**src/rtl/mem_mock_responder.sv**
```systemverilog
// Memory slave model for the matrix-multiplier operand buses: toggling-ack
// handshake, backing RAM with per-entry valid bits, and pattern fill for unwritten words.
module mem_mock_responder #(
  parameter int ADDR_W = 16,
  parameter int DATA_W = 16,
  parameter int DEPTH  = 256
) (
  input  logic              clk,
  input  logic              reset_n,
  input  logic              mem_req,
  input  logic              mem_we,
  input  logic [ADDR_W-1:0] mem_addr,
  input  logic [DATA_W-1:0] mem_wdata,
  output logic              mem_ack,
  output logic [DATA_W-1:0] mem_rdata,
  input  logic              psel,
  input  logic              penable,
  input  logic              pwrite,
  input  logic [2:0]        paddr,
  input  logic [15:0]       pwdata,
  output logic [15:0]       prdata,
  output logic              pready
);

  localparam int IDX_W = $clog2(DEPTH);

  logic              ack_reg;
  logic [DATA_W-1:0] rdata_reg;
  logic [15:0]       prdata_reg;
  logic [2:0]        ctrl_reg;
  logic [15:0]       seed_reg;
  logic [15:0]       stride_reg;
  logic [15:0]       rcount_reg;
  logic [15:0]       wcount_reg;
  logic [15:0]       lfsr_reg;
  logic              valid_reg [DEPTH];
  logic [DATA_W-1:0] ram [DEPTH];

  logic              apb_wr, apb_rd, ctrl_wr, seed_wr, stride_wr, clear;
  logic              fire, wr_fire, rd_fire, hit;
  logic [IDX_W-1:0]  idx;
  logic [15:0]       seed_load, lfsr_load, lfsr_base, lfsr_step, lfsr_next;
  logic [15:0]       inc_prod, pat16, reg_rdata, rcount_next, wcount_next;

  assign apb_wr    = psel & penable & pwrite;
  assign apb_rd    = psel & ~pwrite;
  assign ctrl_wr   = apb_wr && (paddr == 3'd0);
  assign seed_wr   = apb_wr && (paddr == 3'd1);
  assign stride_wr = apb_wr && (paddr == 3'd2);
  assign clear     = apb_wr && (paddr == 3'd5) && pwdata[0];

  // A transfer is performed on the edge that raises ack; the master sees it one cycle later.
  assign fire    = mem_req & ctrl_reg[0] & ~ack_reg;
  assign wr_fire = fire & mem_we;
  assign rd_fire = fire & ~mem_we;
  assign idx     = mem_addr[IDX_W-1:0];
  assign hit     = valid_reg[idx] & ~clear;

  // CLEAR and SEED writes reload the LFSR before any same-cycle read consumes it.
  assign seed_load = seed_wr ? pwdata : seed_reg;
  assign lfsr_load = (seed_load == 16'h0000) ? 16'h0001 : seed_load;
  assign lfsr_base = (clear | seed_wr) ? lfsr_load : lfsr_reg;
  assign lfsr_step = {1'b0, lfsr_base[15:1]} ^ (lfsr_base[0] ? 16'hB400 : 16'h0000);
  assign lfsr_next = (rd_fire && !hit && ctrl_reg[2:1] == 2'd2) ? lfsr_step : lfsr_base;

  assign inc_prod = 16'(stride_reg * mem_addr);

  always_comb begin
    case (ctrl_reg[2:1])
      2'd0:    pat16 = seed_reg + inc_prod;
      2'd1:    pat16 = seed_reg;
      2'd2:    pat16 = lfsr_base;
      default: pat16 = 16'h0000;
    endcase
  end

  assign rcount_next = (clear ? 16'h0000 : rcount_reg) + {15'd0, rd_fire};
  assign wcount_next = (clear ? 16'h0000 : wcount_reg) + {15'd0, wr_fire};

  always_comb begin
    case (paddr)
      3'd0:    reg_rdata = {13'd0, ctrl_reg};
      3'd1:    reg_rdata = seed_reg;
      3'd2:    reg_rdata = stride_reg;
      3'd3:    reg_rdata = rcount_reg;
      3'd4:    reg_rdata = wcount_reg;
      default: reg_rdata = 16'h0000;
    endcase
  end

  always_ff @(posedge clk or negedge reset_n) begin
    if (!reset_n) begin
      ack_reg    <= 1'b0;
      rdata_reg  <= '0;
      prdata_reg <= 16'h0000;
      ctrl_reg   <= 3'b001;
      seed_reg   <= 16'h0000;
      stride_reg <= 16'h0001;
      rcount_reg <= 16'h0000;
      wcount_reg <= 16'h0000;
      lfsr_reg   <= 16'h0001;
    end else begin
      ack_reg <= (mem_req & ctrl_reg[0]) ? ~ack_reg : 1'b0;
      if (rd_fire) rdata_reg <= hit ? ram[idx] : DATA_W'(pat16);
      if (apb_rd) prdata_reg <= reg_rdata;
      if (ctrl_wr) ctrl_reg <= pwdata[2:0];
      if (seed_wr) seed_reg <= pwdata;
      if (stride_wr) stride_reg <= pwdata;
      lfsr_reg   <= lfsr_next;
      rcount_reg <= rcount_next;
      wcount_reg <= wcount_next;
    end
  end

  // Valid bits: a same-cycle write wins over CLEAR so the written entry stays valid.
  for (genvar gi = 0; gi < DEPTH; gi++) begin : g_valid
    always_ff @(posedge clk or negedge reset_n) begin
      if (!reset_n)
        valid_reg[gi] <= 1'b0;
      else if (wr_fire && idx == IDX_W'(gi))
        valid_reg[gi] <= 1'b1;
      else if (clear)
        valid_reg[gi] <= 1'b0;
    end
  end

  always_ff @(posedge clk) begin
    if (wr_fire) ram[idx] <= mem_wdata;
  end

  assign mem_ack   = ack_reg;
  assign mem_rdata = rdata_reg;
  assign prdata    = prdata_reg;
  assign pready    = 1'b1;

endmodule

```
**config.mk**
```make
export PLATFORM = sky130hd
export DESIGN_NAME = mem_mock_responder
export DESIGN_NICKNAME = d
export VERILOG_FILES = /design/src/rtl/mem_mock_responder.sv
export SDC_FILE = /design/constraint.sdc
export NUM_CORES = 2
export LEC_CHECK = 0
export ABC_AREA = 0
export ABC_CLOCK_PERIOD_IN_PS = 7100
export CORE_MARGIN = 2
export CORE_UTILIZATION = 45
export CTS_CLUSTER_SIZE = 30
export DETAILED_ROUTE_END_ITERATION = 6
export GPL_ROUTABILITY_DRIVEN = 0
export PLACE_DENSITY = 0.62
export SYNTH_ARGS = -nofsm -noshare
export SYNTH_HDL_FRONTEND = slang
export SYNTH_SLANG_ARGS = --single-unit
```
**constraint.sdc**
```tcl
create_clock -name clk -period 7.1 [get_ports clk]
set_input_delay 1.065 -clock clk [delete_from_list [all_inputs] [get_ports clk]]
set_output_delay 1.065 -clock clk [all_outputs]
set_load 0.02 [all_outputs]
```
==> impl_metrics.toml <==
[worst_setup_path]
rrSetupSlack_ns = 1.34
worstSetupEndpointType = "flop"
reg2reg_to = "mem_rdata[13]"
r2r-start = "stride_reg[6]"
arrival_ns = 6.62
worstSetupPathType = "flop to flop"
worstRegToRegCells = 19
worstPathRequired_ns = 7.96
cp-start-kind = "flop"
cp_max_fo = 12

[die]
core_mm2 = 0.393
die_x_um = 633
chipHeight_um = 633
dieArea_mm2 = 0.401
row_count = 230
start_util_pct = 45.3
pin_count = 92

[synthesis]
yosys.area_share.simple_pct = 2.60
synthMuxAreaShare_pct = 15.7
synthArstFlopShare_pct = 8.33
synth_top_area_share_pct = 69.1
syn_area_mm2 = 0.178
yosys_warnings = 0
ys_ff_latch = 4468
synth.avg_cell_area_um2 = 20.3
synth_top_family_by_area = "multiplexers"
synth_compound_area_share_pct = 3.73
syn_inst = 8758
synth_edf_count = 4096
yosys-top-cells-area = "edfxtp_1, mux4_2, dfrtp_1, mux2i_1, a21o_1"
synth-adder-area-share_pct = 1.45
synth_fp_nets = 8966
yosysUniqueCellTypes = 81
synth_top_area_cell = "edfxtp_1"
synth_xor_area_share_pct = 0.332
ys.flop_type = "edfxtp_1"
seq_area_frac_synth_pct = 74.3

[global_routing]
grt_pass1_vias = 94900
grt_overflow = 0
antenna_found_initial = 56
grt_pass1_wl_mm = 798
track_usage_pct = 29.1
grt_max_degree = 185

[cells_and_area]
layout_commonest_cell = "edfxtp_1"
layout.nets = 9656
largest_reg_flops = 4096
final_cell_mix = "edfxtp_1, mux4_2, buf_4"
syn2layout_area_growth_pct = 14.7
drive_gt1_share_pct = 28.5

[routing]
vias = 97900
drc = 206
totalWireLength_mm = 587
vias_per_cell = 6.50
highest_layer = "met5"
dr.first_iter.drc_count = 16100
routed-wl-met2_mm = 259
drt-pass1-iter-count = 7
ant_nets = 0
wirelength_met1_mm = 210
wl_per_cell_um = 38.9
route.met3.wl_mm = 76.4

[timing]
hold_violations = 0
setup_violations = 0
rsz0062_at_grt = "no"
fin_setup_tns_ns = 0
fmax_ghz = 0.174
period_needed_ns = 5.76
clock_skew_ns = 0.0658
fin_crit_sh_pct = 81.1
relSlewSlack_pct = -8.44
slew_violations = 12
worst_slew_pin_slew_ns = 1.62

[cts]
clock_latency_ns = 1.04
clockBufferDepth = 4
clk_pin_slew_ns = 0.06
cts_hold_buf = 0
htreeDepth = 5
clock-sinks = 4468
cts_buffers = 438
postCtsResizedCells = 0
clockRootBuffer = "clkbuf_16"
cts_tree = "done"
cts_setup_buffers = 0

[flow_run]
cap_viol_max_count = 2

[power_and_ir_drop]
vdd_drop_max_mv = 0.394
p_comb_share_pct = 11.2
finalPower_mw = 59.1
intPower_mw = 44.8
power_frac_seq_pct = 49.2
power.net_switching_mw = 14.3
p_leak_nw = 69.6
power_density_mw_per_mm2 = 290
swShare_pct = 24.2
power_frac_clock_pct = 39.6

[worst_hold_path]
hold_path_class = "input pin to async pin"

[run_status]
status = "finished, violations left"
violations = "DRC, capacitance limit, slew limit"

[place]
place.port_buffers = 90
dp_hpwl_mm = 374
-- layout make-up --
class / instances / area, um2
fillers: 30800 / 189000
flip-flops and latches: 4468 / 132000
multi-input cells: 3593 / 43200
clock buffers: 581 / 12000
repair buffers: 760 / 6910
well taps: 5220 / 6530
clock inverters: 239 / 2440
inverters: 187 / 712
diodes: 28 / 70.1
-- cells by family (layout without fill, tap and decap cells) --
group / count (synthesis) / after routing
fa+ha+maj: 150 / 150
flops: 4468 / 4468
buf+inv: 697 / 1767
xor+xnor: 66 / 66
compound gates: 946 / 946
mux: 1401 / 1401
other cells: 1 / 29
simple gates: 1029 / 1029
-- critical path, cell delays in order, from the launching register on --
cell	delay, ns
dfrtp_1	0.64
and2_1	0.29
fa_1	0.51
inv_1	0.06
fa_1	0.48
inv_1	0.05
fa_1	0.48
fa_1	0.53
fa_1	0.51
inv_1	0.05
fa_1	0.48
inv_1	0.05
ha_1	0.32
and3_1	0.16
a31oi_1	0.23
nor2b_1	0.19
xor2_1	0.08
o21ai_0	0.13
o21ai_0	0.10
o311ai_1	0.28
-- per-layer routing --
layer	up-vias	global-route usage, %
met3	1431	9.48
met4	38	16.2
li1	37200	-
met1	52200	38.0
met5	-	0.797
met2	7054	42.9
-- Yosys cell counts, types with 48 or more instances --
master and instances:
a21o_1 261, a21oi_1 124, a22oi_1 189, and2_1 62
buf_2 105, buf_4 61, buf_6 48, clkbuf_1 249
dfrtp_1 369, edfxtp_1 4096, fa_1 94, ha_1 56
inv_1 184, mux2_2 50, mux2i_1 252, mux4_2 1084
nand2_1 346, nand3_1 72, nor2_1 373, o21ai_0 99
-- how the worst max path moves through the flow --
stage / to / from / slack, ns / depth (start not counted)
after floorplan: mem_rdata[14] / mem_addr[1] / 0.02 / 27
after global placement: mem_rdata[13] / mem_addr[1] / 0.60 / 23
after detailed placement: mem_rdata[14] / mem_addr[1] / 0.63 / 22
after CTS: mem_rdata[13] / stride_reg[5] / 1.36 / 19
after global routing: mem_rdata[13] / stride_reg[6] / 1.08 / 20
final: mem_rdata[13] / stride_reg[6] / 1.34 / 19
-- power groups by stage --
stage | Clock [mW] | Combinational (mW) | Sequential, mW
2_1_floorplan | 0 | 4.02 | 29.6
3_3_place_gp | 0 | 6.49 | 29.7
3_5_place_dp | 0 | 6.51 | 29.7
4_1_cts | 23.6 | 6.54 | 29.1
5_1_grt | 24.6 | 7.10 | 29.1
6_report | 23.4 | 6.60 | 29.1
-- stage by stage --
step | instance area, um2 | setup slack, ns | hold slack [ns] | util (%) | std cells
CTS | 204000 | 1.36 | 0.0468 | 51.9 | 15000
detailed placement | 190000 | 0.631 | 0.460 | 48.2 | 14200
finish | 204000 | 1.34 | 0.0364 | 51.9 | 15100
global placement | 190000 | 0.605 | 0.435 | 48.2 | 14200
global route | 204000 | 1.08 | 0.0771 | 51.9 | 15100
floorplan | 178000 | 0.0193 | 0.441 | - | 8758
Note: power is estimated with default switching activity, not from simulation.
